$ cat src/rtl/router_src_arbiter.sv
// Packet-granular round-robin arbiter sharing one router input among N_SRC sources; drops addr-3 packets.
// Latency: request to grant 1 cycle, byte path combinational while granted, error pulses 1 cycle after the byte.
// Backpressure: router busy is passed to the owner only; non-owners always see src_busy=1.
module router_src_arbiter #(
  parameter int N_SRC  = 3,
  parameter int DATA_W = 8
) (
  input  logic                    clock,
  input  logic                    resetn,
  input  logic [N_SRC-1:0]        src_pkt_valid,
  input  logic [N_SRC*DATA_W-1:0] src_data,
  output logic [N_SRC-1:0]        src_busy,
  input  logic                    busy,
  output logic                    pkt_valid,
  output logic [DATA_W-1:0]       data_in,
  output logic [N_SRC-1:0]        grant,
  output logic                    len_err,
  output logic                    addr_err
);

  localparam int IW = $clog2(N_SRC);
  localparam int LW = DATA_W - 2;

  typedef enum logic [1:0] {IDLE, HDR, XFER, DROP} state_t;

  state_t          state_q, state_d;
  logic [IW-1:0]   owner_q, owner_d;
  logic [IW-1:0]   last_q, last_d;
  logic [LW-1:0]   cnt_q, cnt_d;
  logic [LW-1:0]   len_q, len_d;
  logic            len_err_d, addr_err_d;

  logic            pick_vld;
  logic [IW-1:0]   pick_idx;
  int              cand;
  logic            sel_vld;
  logic [DATA_W-1:0] sel_dat;
  logic            own_rel;

  // Round-robin search: first asserted request after the last owner, wrapping.
  always_comb begin
    pick_vld = 1'b0;
    pick_idx = '0;
    cand     = 0;
    for (int i = 1; i <= N_SRC; i++) begin
      cand = (int'(last_q) + i) % N_SRC;
      if (!pick_vld && src_pkt_valid[cand]) begin
        pick_vld = 1'b1;
        pick_idx = IW'(cand);
      end
    end
  end

  // Select the current owner's byte and valid.
  always_comb begin
    sel_vld = 1'b0;
    sel_dat = '0;
    for (int i = 0; i < N_SRC; i++) begin
      if (owner_q == IW'(i)) begin
        sel_vld = src_pkt_valid[i];
        sel_dat = src_data[i*DATA_W +: DATA_W];
      end
    end
  end

  // Next-state, counters, router-side outputs and per-source stalls.
  always_comb begin
    state_d    = state_q;
    owner_d    = owner_q;
    last_d     = last_q;
    cnt_d      = cnt_q;
    len_d      = len_q;
    len_err_d  = 1'b0;
    addr_err_d = 1'b0;
    pkt_valid  = 1'b0;
    data_in    = '0;
    own_rel    = 1'b0;
    src_busy   = '1;
    grant      = '0;
    case (state_q)
      IDLE: begin
        if (pick_vld) begin
          owner_d = pick_idx;
          state_d = HDR;
        end
      end
      HDR: begin
        data_in   = sel_dat;
        // an addr-3 header is never shown to the router
        pkt_valid = sel_vld && (sel_dat[1:0] != 2'b11);
        own_rel   = !busy;
        if (!busy && sel_vld) begin
          if (sel_dat[1:0] == 2'b11) begin
            addr_err_d = 1'b1;
            state_d    = DROP;
          end else begin
            len_d   = sel_dat[DATA_W-1:2];
            cnt_d   = '0;
            state_d = XFER;
          end
        end
      end
      XFER: begin
        data_in   = sel_dat;
        pkt_valid = sel_vld;
        own_rel   = !busy;
        if (!busy) begin
          if (sel_vld) begin
            // count saturates at the header length; every extra byte flags
            if (cnt_q < len_q) cnt_d = cnt_q + LW'(1);
            else               len_err_d = 1'b1;
          end else begin
            if (cnt_q != len_q) len_err_d = 1'b1;
            last_d  = owner_q;
            state_d = IDLE;
          end
        end
      end
      DROP: begin
        own_rel = 1'b1;
        if (!sel_vld) begin
          last_d  = owner_q;
          state_d = IDLE;
        end
      end
      default: state_d = IDLE;
    endcase
    for (int i = 0; i < N_SRC; i++) begin
      if (state_q != IDLE && owner_q == IW'(i)) begin
        grant[i]    = 1'b1;
        src_busy[i] = !own_rel;
      end
    end
  end

  // State, ownership, length tracking and registered error pulses.
  always_ff @(posedge clock or negedge resetn) begin
    if (!resetn) begin
      state_q  <= IDLE;
      owner_q  <= '0;
      last_q   <= IW'(N_SRC - 1);
      cnt_q    <= '0;
      len_q    <= '0;
      len_err  <= 1'b0;
      addr_err <= 1'b0;
    end else begin
      state_q  <= state_d;
      owner_q  <= owner_d;
      last_q   <= last_d;
      cnt_q    <= cnt_d;
      len_q    <= len_d;
      len_err  <= len_err_d;
      addr_err <= addr_err_d;
    end
  end

endmodule

$ cat config.mk
export PLATFORM = sky130hd
export DESIGN_NAME = router_src_arbiter
export DESIGN_NICKNAME = d
export VERILOG_FILES = /design/src/rtl/router_src_arbiter.sv
export SDC_FILE = /design/constraint.sdc
export NUM_CORES = 1
export LEC_CHECK = 0
export ABC_CLOCK_PERIOD_IN_PS = 3450
export CORE_MARGIN = 4
export CORE_UTILIZATION = 49
export CTS_CLUSTER_SIZE = 40
export DETAILED_ROUTE_END_ITERATION = 8
export PLACE_DENSITY = 0.8
export SLEW_MARGIN = 0
export SYNTH_ARGS = -nofsm -noshare
export SYNTH_HDL_FRONTEND = slang
export SYNTH_SLANG_ARGS = --single-unit
$ cat constraint.sdc
create_clock -name clock -period 3.45 [get_ports clock]
set_clock_uncertainty 0.2 [all_clocks]
set_input_delay 0.8625 -clock clock [delete_from_list [all_inputs] [get_ports clock]]
set_output_delay 0.8625 -clock clock [all_outputs]
set_load 0.005 [all_outputs]
; ---- Yosys cells after proc, flatten, opt, wreduce, memory -nomap -nowiden
; Cells that the tools add are included.
[word_totals]
register_bits = 20
latchBits = 0
ramBits = 0
mem_bits_ro = 0
in_bits = 30
out_inout_bits = 17
word_cells = 108
n_memories = 0
[op_classes]
add_sub_neg = 4
mul = 0
div = 3
order_cmp = 4
n_eq_ne = 14
n_shift = 0
muxes = 53
n_bitwise = 1
reduce_logical = 22
[ops]
columns = op, n
row1 = less-than comparator 32 x 4 -> 1 bit (second input constant), 3
row2 = remainder unit 32 x 3 -> 32 bit (second input constant), 3
row3 = two-way mux 8 bit, 4
row4 = two-way mux 6 bit, 5
row5 = two-way mux 1 bit, 27
row6 = two-way mux 2 bit, 9
row7 = != test 2 bit (second input constant), 7
row8 = one-hot mux 6 bit (2 select lines), 1
row9 = == test 2 bit (second input constant), 4
row10 = one-hot mux 2 bit (4 select lines), 1
row11 = logical AND 1 bit, 7
row12 = adder 2 x 2 -> 3 bit (second input constant), 2
row13 = adder 6 x 1 -> 6 bit (second input constant), 1
row14 = binary-select mux 1 bit (select 2 bit), 3
row15 = less-than comparator 6 bit, 1
row16 = != test 6 bit, 1
row17 = AND reduction 3 bit, 2
row18 = AND reduction 6 bit, 1
row19 = nonzero test 2 bit, 3
row20 = == test 2 x 1 -> 1 bit (second input constant), 2
row21 = zero test 1 bit, 4
row22 = zero test 2 bit, 2
row23 = one-hot mux 1 bit (2 select lines), 2
row24 = one-hot mux 2 bit (2 select lines), 1
row25 = other kinds (4), 5

; ---- Longest topological paths before layout
; Gate-level depths: netlist of run 1.
[logic_depth]
ltp_word = 14
depth_mapped = 8

; ---- Worst setup path after synthesis of run 1
; OpenSTA, ideal clock, no wires.
[synth_timing]
path_type = flip-flop to flip-flop
start = register last_q[0]
end = register state_q[0]
t_arrival_ps = 2223
setup_slack_ps = 903
path_stages_with_launch = 9
path_buffers = 1
synth_period_minus_slack_ps = 2547
cell_sequence = dfrtp_1 -> inv_1 -> ha_1 -> clkbuf_1 -> mux2i_1 -> o22a_1 -> or3b_2 -> o22ai_1 -> mux2_2
[synth_via]
elab_chain_cells = 14
word_cells_on_any_way = 24
cone_classes = add/sub (3) / div (3) / eq/ne (1) / mux (12) / reduce/logical (5)
[synth_rtl]
columns = item, line
row1 = start: declaration, 28  ; logic [IW-1:0] last_q, last_d;
row2 = start signal: assignment, 141  ; last_q <= IW'(N_SRC - 1);
row3 = start signal: assignment, 149  ; last_q <= last_d;
row4 = adder 2 x 1 -> 3 bit, 46  ; cand = (int'(last_q) + i) % N_SRC;
row5 = remainder unit 32 x 3 -> 32 bit, 46
row6 = binary-select mux 1 bit (select 2 bit), 47  ; if (!pick_vld && src_pkt_valid[cand]) begin
row7 = two-way mux 1 bit (not written as such) (2 in a row), 47
row8 = two-way mux 1 bit, 47
row9 = zero test 1 bit, 47
row10 = logical AND 1 bit, 47
row11 = two-way mux 1 bit, 47
row12 = zero test 1 bit, 47
row13 = logical AND 1 bit, 47
row14 = two-way mux 1 bit (*), 47
row15 = != test 2 bit (no source line) (*), -
row16 = AND reduction 3 bit (no source line) (*), -
row17 = end signal: assignment, 147  ; state_q <= state_d;
row18 = end: declaration, 26  ; state_t state_q, state_d;
; Mark *: on every way between the ends. The rest lies on a longest branch, timed or not. The select of a mux whose other input is x is not followed.
; A chain may end at the register's enable or synchronous reset.

; ---- Worst setup path after layout of run 1
[layout_timing]
start = input port src_data[8]
end = output port data_in[0]
[layout_via]
elab_chain_cells = 3
[layout_rtl]
columns = item, line
row1 = start: declaration, 11  ; input logic [N_SRC*DATA_W-1:0] src_data,
row2 = two-way mux 8 bit (2 in a row), 59  ; if (owner_q == IW'(i)) begin
row3 = two-way mux 8 bit, 80  ; case (state_q)
row4 = end: declaration, 15  ; output logic [DATA_W-1:0] data_in,
; No other way between the ends.

==> summary.md, run 1 <==
| Metric | Value |
|---|---|
| Status | `completed` |
| Synth Cell Area | `0.00175 mm^2` |
| Antenna violations before repair | `0` |
| IO Count | `47` |
| Startpoint types | `input pin` |
| Hold Buf Count CTS | `0` |
| Post-synthesis async set-or-reset flop share | `1.00` |
| Post-detail-place hpwl | `3360 um` |
| Routed length per instance | `14.1 um` |
| Syn nets | `242` |
| Yosys warns | `0` |
| Synth unique cells | `45` |
| Final-stage net count | `297` |
| Synth area leaders | `dfrtp_1 (27%), ha_1 (11%), mux2i_1 (6.9%), inv_1 (4.1%), nand2_1 (4.1%)` |
| Peak fanout along the critical path | `2` |
| Worst slew pin tran | `893 ps` |
| Routed vias | `1635` |
| Core area | `0.00339 mm^2` |
| 1st-pass router iterations | `4` |
| Fmax | `296 MHz` |
| Pin count of the biggest net entering global routing | `21` |
| Clk root buf | `clkbuf_4` |
| Max_cap viols | `0` |
| Number of global-route vias before repair | `1579` |
| Antenna Nets Post-Route | `0` |
| Cell taking the most area after synthesis | `dfrtp_1` |
| RePlAce Congestion | `0.897` |
| H-tree levels | `1` |
| Final cycle utilization of the critical path | `0.978` |
| Row count | `21` |
| Mapped Cells | `197` |
| Full die area | `0.00459 mm^2` |
| # diodes | `0` |
| GRT overflow | `0` |
| CTS buffer count | `3` |
| Critical Path Sink Type | `output port` |
| All-Layer GR Usage | `0.193` |
| Postcts setup bufs | `0` |
| Clk Latency, worst-skew pair | `290 ps` |
| # setup viols final | `0` |
| FF/Latch Area | `502 um^2` |
| Multi-input logic area | `0.00113 mm^2` |
| Starting Density | `0.516` |
| Commonest non-fill, non-tap cell in the layout | `clkdlybuf4s50_1` |
| TritonCTS clock tree | `yes` |
| Setup TNS | `0 ps` |
| Final wirelength | `4200 um` |
| Worst Hold Class | `reg2reg` |
| Count of flip-flops with a built-in enable after synthesis | `0` |
| CP arrival | `2310 ps` |
| Synth top area share | `0.272` |
| Pins Over Slew Limit | `0` |
| Leak Pwr | `1.03 nW` |
| #FFs+latches synth | `20` |
| Most frequent cells in the layout | `clkdlybuf4s50_1 (45), inv_1 (19), nand2_1 (19), dfrtp_1 (19), ha_1 (15)` |
| Hold Violations, Final | `0` |
| Share of cells above drive strength 1 | `0.104` |
| Fin crit period | `3370 ps` |
| CP Class | `in2out` |
| Filler cell count | `266` |
| Worst hold margin | `300 ps` |
| Clk slew on worst S/H paths | `100 ps` |
| Vias per cell | `5.51` |
| Seq/Total Area, Yosys | `0.287` |
| Chip Height | `67.7 um` |
| Slew Limit Headroom | `0.403` |
| Synthesized area per cell | `8.87 um^2` |
| TritonCTS Sinks | `20` |
| Req. time, crit path | `2390 ps` |
| PortBufs | `46` |
| RSZ-0062 raised after global routing | `false` |
| First-pass GRT wire length | `6960 um` |
| Synth-to-Final Area Change | `34.6%` |
| Top FF cell, synth | `dfrtp_1` |
| Power Dens Cells | `796 mW/mm^2` |
| Peak supply drop | `0.530 mV` |
| Die W | `67.7 um` |
| CTS max path bufs | `2` |
| 1st-iter DRT viols | `80` |
| DRC | `0` |
==> area by class of cell <==
type                            count  share of cell area
Sequential cell                    20               0.213
Timing Repair Buffer               59               0.238
Inverter                           20              0.0319
Tap cell                           46              0.0245
Multi-Input combinational cell    148               0.481
Clock buffer                        4              0.0112
==> routing by layer <==
metal | global-route usage | up-vias | routed length [um] | part of all wire
li1 | - | 828 | - | -
met1 | 0.249 | 746 | 1820 | 0.43
met2 | 0.333 | 56 | 2030 | 0.48
met3 | 0.0516 | 5 | 320 | 0.076
met4 | 0.0203 | 0 | 28 | 0.0067
met5 | 0 | - | 0 | 0
==> worst paths after layout <==
| path | cells after the start | slack (ps) | startpoint | end |
|---|---|---|---|---|
| setup / recovery | 6 | 80 | src_data[8] | data_in[0] |
| hold / removal | 1 | 300 | len_q[4] | len_q[4] |
| setup reg to reg | 7 | 810 | last_q[0] | state_q[1] |
| hold reg to reg | 1 | 300 | len_q[4] | len_q[4] |
| max in group asynchronous | 1 | 1650 | resetn | owner_q[1] |
| min in group asynchronous | 1 | 860 | resetn | cnt_q[2] |
==> cell usage after synthesis, types with 3 or more instances <==
cell type,number
o2111ai_1,4
mux2_1,6
inv_1,19
a211oi_1,3
nand3_1,7
a21o_1,3
clkbuf_1,5
mux2_2,4
o211ai_1,6
mux2i_1,12
nor2_1,9
dfrtp_1,19
ha_1,15
o2bb2ai_1,6
nor3_1,4
and2_1,8
o21ai_0,10
a21oi_1,5
nand2_1,19
==> timing repair <==
action,in CTS,in global routing
endpoints found under the setup margin,0,4
resized for setup,0,4
hold endpoints to repair,0,0
==> stage by stage <==
| stage | setup slack [ps] | cell area (um^2) | total power, mW | std cells | util |
|---|---|---|---|---|---|
| detailed placement | 25.1 | 2320 | 1.76 | 293 | 0.683 |
| global placement | 43.7 | 2320 | 1.72 | 293 | 0.683 |
| finish | 75.3 | 2350 | 1.87 | 297 | 0.694 |
| CTS | 12.8 | 2340 | 1.87 | 297 | 0.691 |
| floorplan | 903 | 1750 | 1.27 | 197 | - |
| global route | 0.202 | 2350 | 2.05 | 297 | 0.694 |
==> worst max-delay path: stages <==
cell	delay (ps)
clkdlybuf4s50_1	470
mux2i_1	60
o2bb2ai_1	170
buf_4	140
and2_1	110
clkdlybuf4s50_1	500
==> flip-flops by register name, summed over array words and instances, names as in the netlist <==
register and count:
cnt_q 6, len_q 6, last_q 2, owner_q 2
state_q 2, addr_err 1, len_err 1
==> cells by family after synthesis <==
kind of cell | after synthesis | share of synthesized area
AOI/OAI and AO/OA | 49 | 0.224
adders and majority gates | 15 | 0.107
buffers and inverters | 29 | 0.0702
DFF | 20 | 0.287
muxes | 22 | 0.133
and+or+nand+nor | 62 | 0.178
==> power by group <==
part / switching [mW] / internal (mW)
Clock: 0.0668 / 0.0450
Combinational: 0.653 / 0.683
Sequential: 0.0864 / 0.339
Total: 0.806 / 1.07
Note: power is estimated with default switching activity, not from simulation.
==> run 2: changes to the inputs <==
--- a/config.mk
+++ b/config.mk
@@ -5,7 +5,7 @@
 export SDC_FILE = /design/constraint.sdc
 export NUM_CORES = 1
 export LEC_CHECK = 0
-export ABC_CLOCK_PERIOD_IN_PS = 3450
+export ABC_CLOCK_PERIOD_IN_PS = 3150
 export CORE_MARGIN = 4
 export CORE_UTILIZATION = 49
 export CTS_CLUSTER_SIZE = 40
==> constraint.sdc (replaced) <==
create_clock -name clock -period 3.15 [get_ports clock]
set_clock_uncertainty 0.2 [all_clocks]
set_input_delay 0.7875 -clock clock [delete_from_list [all_inputs] [get_ports clock]]
set_output_delay 0.7875 -clock clock [all_outputs]
set_load 0.005 [all_outputs]
==> summary.md, run 2 (synthesis results as in run 1) <==
| Metric | Value |
|---|---|
| CP Class | `in2out` |
| Final-stage net count | `315` |
| CTS max path bufs | `2` |
| Clk root buf | `clkbuf_4` |
| Slew Limit Headroom | `0.681` |
| All-Layer GR Usage | `0.194` |
| Routed length per instance | `14.5 um` |
| Starting Density | `0.516` |
| GRT overflow | `0` |
| TritonCTS clock tree | `yes` |
| Reg power frac | `0.209` |
| CP arrival | `2160 ps` |
| P_int | `1.29 mW` |
| Layout Utilization | `0.749` |
| Filler cell count | `241` |
| Critical Path Sink Type | `output port` |
| Commonest non-fill, non-tap cell in the layout | `clkdlybuf4s50_1` |
| 1st-pass router iterations | `4` |
| Synth-to-Final Area Change | `45.2%` |
| Die W | `67.7 um` |
| # diodes | `0` |
| CTS buffer count | `3` |
| Max_cap viols | `0` |
| 1st-iter DRT viols | `72` |
| Fin crit period | `3150 ps` |
| Pins Over Slew Limit | `0` |
| Leak Pwr | `1.22 nW` |
| First-pass GRT wire length | `6940 um` |
| Startpoint types | `input pin` |
| Power Dens Cells | `878 mW/mm^2` |
| Full die area | `0.00459 mm^2` |
| Combinational share of power | `0.733` |
| Final cycle utilization of the critical path | `0.998` |
| Reg2Reg Setup Slack | `300 ps` |
| # setup viols final | `0` |
| Tot Pwr | `2.23 mW` |
| Share of cells above drive strength 1 | `0.190` |
| Clk slew on worst S/H paths | `110 ps` |
| Status | `completed` |
| Placed Area | `0.00236 mm^2` |
| Vias per cell | `5.42` |
| TritonCTS Sinks | `20` |
| Clk Latency, worst-skew pair | `310 ps` |
| PortBufs | `46` |
| Antenna Nets Post-Route | `0` |
| IO Count | `47` |
| Most frequent cells in the layout | `clkdlybuf4s50_1 (36), buf_4 (31), inv_1 (19), nand2_1 (19), dfrtp_1 (19)` |
| Core area | `0.00339 mm^2` |
| Sw Ratio | `0.423` |
| Worst slew pin tran | `478 ps` |
| RePlAce Congestion | `0.842` |
| Final wirelength | `4570 um` |
| Largest registers | `cnt_q: 6 flops, len_q: 6 flops` |
| Peak supply drop | `0.690 mV` |
| Worst Hold Class | `reg2reg` |
| H-tree levels | `1` |
| Post-route cell area | `0.00254 mm^2` |
| Number of global-route vias before repair | `1531` |
| Chip Height | `67.7 um` |
| Hold Violations, Final | `0` |
| Fmax | `318 MHz` |
| Antenna violations before repair | `0` |
| Routed vias | `1708` |
| Peak fanout along the critical path | `2` |
| Row count | `21` |
| Req. time, crit path | `2160 ps` |
| Pin count of the biggest net entering global routing | `21` |
| DRC | `0` |
| Clock power share | `0.058` |
| Switch Pwr | `0.942 mW` |
| Post-detail-place hpwl | `3390 um` |
run 2: changes by cell type in the layout (fill, tap and decap cells not counted), moves of 4 or more:
cell and change:
buf_4 +18, clkdlybuf4s50_1 -9, dlymetal6s2s_1 +7, o21ai_0 -5
o21ai_1 +4
run 2: cell type report:
class | count | area [um^2] | area share
timing repair buffer | 77 | 713 | 0.281
multi-input combinational | 148 | 1160 | 0.459
tap | 46 | 57.6 | 0.0227
clock buffer | 4 | 26.3 | 0.0103
sequential | 20 | 502 | 0.198
inverter | 20 | 75.1 | 0.0296
run 2: path summary, 6_finish.rpt:
kind	from	end	cells past startpoint
worst min-delay path	len_q[4]	len_q[4]	1
worst min register to register	len_q[4]	len_q[4]	1
min in group asynchronous	resetn	cnt_q[3]	2
worst max-delay path	src_data[8]	pkt_valid	8
max in group asynchronous	resetn	last_q[1]	2
worst max register to register	owner_q[0]	state_q[0]	14
run 2: power by group through the flow:
stage | clock network [mW] | registers [mW] | logic (mW)
6_report | 0.129 | 0.466 | 1.63
5_1_grt | 0.149 | 0.484 | 1.79
4_1_cts | 0.134 | 0.465 | 1.57
3_5_place_dp | 0 | 0.471 | 1.49
3_3_place_gp | 0 | 0.465 | 1.46
2_1_floorplan | 0 | 0.449 | 0.942
run 2: worst max-delay path, cell delays in order:
cell	delay [ps]
clkdlybuf4s50_1	410
mux2i_1	200
o2bb2ai_2	100
buf_4	130
nand2_1	80
a21oi_1	70
nor2_1	150
clkdlybuf4s15_1	230
run 2: metal layers:
layer,routed length (um),up-vias,share of wire,global-route usage
li1,-,863,-,-
met1,2030,787,0.44,0.260
met2,2240,51,0.49,0.316
met3,239,7,0.052,0.0433
met4,61,0,0.013,0.0456
met5,0,-,0,0
run 2: through the flow:
stage | cells | TNS (ps) | setup WS [ps] | hold WS, ps
2_1_floorplan | 197 | 0 | 603 | 258
3_3_place_gp | 299 | -429 | -122 | 271
3_5_place_dp | 299 | -539 | -135 | 280
4_1_cts | 311 | 0 | 6.45 | 306
5_1_grt | 315 | -66.4 | -66.4 | 335
6_report | 315 | 0 | 4.90 | 303
run 2: timing repair:
item                                    in CTS  in global routing
gates cloned                                 0                  0
hold buffers                                 0                  0
endpoints found under the setup margin       9                 13
pin swaps                                    4                 10
gates resized for setup                      9                 18
setup buffers                                8                  4
==> edit, RTL diff (settings of run 2) <==
Change the parameter `N_SRC` from 3 to 6. Comments in the files are not updated.
--- a/src/rtl/router_src_arbiter.sv
+++ b/src/rtl/router_src_arbiter.sv
@@ -2,7 +2,7 @@
 // Latency: request to grant 1 cycle, byte path combinational while granted, error pulses 1 cycle after the byte.
 // Backpressure: router busy is passed to the owner only; non-owners always see src_busy=1.
 module router_src_arbiter #(
-  parameter int N_SRC  = 3,
+  parameter int N_SRC  = 6,
   parameter int DATA_W = 8
 ) (
   input  logic                    clock,
Interface: changed (resized grant, src_busy, src_data and src_pkt_valid); port bits go from 47 to 80. The function was not compared with the original's and may differ.
==> edit against run 2 <==
  * Wire length increased by 120%
  * Largest power group unchanged
  * The flow now finishes with violations (negative setup slack)
  * Sequential cell count is 2 higher
  * Power up 110%
  * Cell area increased by 76%
  * Synthesized area grew 57%
  * Die area up 49%
  * Clock power up 55%
  * Setup slack worse by 160 ps
==> edit: results (changes against run 2) <==
Clock network
  – Clock transition at path regs: 70 ps (-40 ps)
  – Worst skew pair latency: 260 ps (-50 ps)
  – CTS max path bufs: 2 (unchanged)
  – CTS Root Cell: clkbuf_8
  – H-tree depth: 1 (unchanged)

Global routing
  – Largest net degree at the start of global routing: 16 (-24%)
  – Gr usage total: 26.8% (+7.4 points)
  – Antenna violations before repair: 0 (unchanged)
  – First-pass GRT wire length: 14.3 mm (+110%)
  – Vias in the first global route: 3106 (+100%)

Setup path
  – WP data arrival: 2320 ps (+160 ps)
  – Worst path max stage delay: 440 ps (+30 ps)
  – Crit path max-delay family: compound AO/OA/AOI/OAI gates
  – Slowest CP cell: a222oi_1

Yosys
  – FFs w/ async S/R, synth: 100% (unchanged)
  – Yosys cell types: 66 (+47%)
  – Top post-synthesis cells by area: dfrtp_1, ha_1, mux2_2, nand2_1, o21ai_0
  – Sequential area share after synthesis: 20.2% (-8.5 points)
  – Post-synth top cells: nand2_1, o21ai_0, ha_1
  – Yosys warns: 0 (unchanged)
  – Avg Inst Size Synth: 8.41 um^2 (-5.3%)
  – Syn nets: 404 (+67%)

Layout
  – Fill cell count: 305 (+27%)
  – Nets: 565 (+79%)
  – Fraction of layout cells with a size suffix above 1: 36.0% (+17 points)
  – Largest regs: cnt_q x6, len_q x6

Timing
  – Setup violators final: 7 (+7)
  – Slack of the critical path: -157 ps (-162 ps)
  – Worst rel slew slack: 56.3% (-12 points)
  – Final setup TNS: -626 ps (-626 ps)

Power and ir drop
  – Sw Share: 46.1% (+3.9 points)
  – P_leak: 1.98 nW (+62%)
  – VDD IR max: 878 uV (+27%)

Detailed routing
  – DR pass1 iterations: 8 (+4)
  – Drt via density: 5.86 (+8.1%)
  – DRT Wirelength: 9.83 mm (+120%)
  – DRC: 0 (unchanged)
  – Met3 WL: 774 um (+220%)
  – Met1 Wirelength: 3.90 mm (+92%)
  – Met2 wire length: 4.86 mm (+120%)
  – Via count: 3259 (+91%)
  – DRT iter0 DRCs: 305 (+320%)

Floorplanning
  – Starting Density: 52.0% (+0.43 points)

Run status
  – Status: finished with violations
  – Failing checks: negative setup slack

Placement
  – Hpwl dp: 7.26 mm (+110%)
  – Gpl congestion: 0.876 (+4.0%)
  – Inst Count DP: 529 (+77%)
  – IO Port Bufs: 79 (+72%)
-- edit: tightest hold or removal path: stages, from the launching register on --
cell and delay, ps:
dfrtp_1 350, nand2_1 50, o21ai_0 60
-- edit: cell type report --
| class | count | share of cell area (%) |
|---|---|---|
| clock buffers | 4 | 1.23 |
| flip-flops and latches | 22 | 12.4 |
| well taps | 70 | 1.96 |
| repair buffers | 174 | 33.2 |
| inverters | 21 | 1.82 |
| multi-input cells | 265 | 49.3 |
-- edit: logic make-up (layout without fill, tap and decap cells) --
| kind of cell | count (synthesis) | after routing | share of synthesized area [%] |
|---|---|---|---|
| compound gates | 85 | 85 | 24.1 |
| xor+xnor | 7 | 7 | 2.51 |
| fa+ha+maj | 21 | 21 | 9.59 |
| buf+inv | 39 | 199 | 6.44 |
| flops | 22 | 22 | 20.2 |
| mux | 33 | 33 | 15.3 |
| simple gates | 119 | 119 | 21.9 |
-- edit: timing repair --
| action | 4_1_cts | 5_1_grt |
|---|---|---|
| gates resized for setup | 49 | 20 |
| pin swaps | 17 | 13 |
| cloned | 0 | 0 |
| setup buffers | 12 | 11 |
| setup endpoints to repair | 20 | 13 |
-- edit: final timing paths --
kind                              start          to  slack, ps  cells past startpoint
max                        src_data[40]   pkt_valid       -160                      7
min                            len_q[2]    len_q[2]        290                      2
max reg2reg                   last_q[0]  owner_q[2]       -130                     12
min reg2reg                    len_q[2]    len_q[2]        290                      2
max in group asynchronous        resetn    len_q[5]       1450                      2
min in group asynchronous        resetn    addr_err        720                      1
-- edit: metal layers --
metal / global-route usage [%] / up-vias
li1: - / 1514
met1: 34.8 / 1536
met2: 45.7 / 177
met3: 4.86 / 32
met4: 7.19 / 0
met5: 0 / -
-- edit: stage by stage --
step                total power [mW]  setup WS, ps  utilization [%]  instance area, um^2  hold slack (ps)
finish                          4.68          -157             84.8                 4470              286
global route                    4.99          -267             84.8                 4470              306
CTS                             4.43          -135             82.7                 4360              289
detailed placement              4.05          -796             79.4                 4180              272
global placement                3.94          -718             79.4                 4180              261
floorplan                       2.70          -142                -                 2880              250
-- edit: power by group through the flow --
stage	combinational, mW	sequential [mW]	clock [mW]
floorplan	2.24	0.461	0
CTS	3.73	0.491	0.204
global placement	3.45	0.488	0
detailed placement	3.55	0.494	0
global route	4.26	0.510	0.223
finish	3.98	0.499	0.200
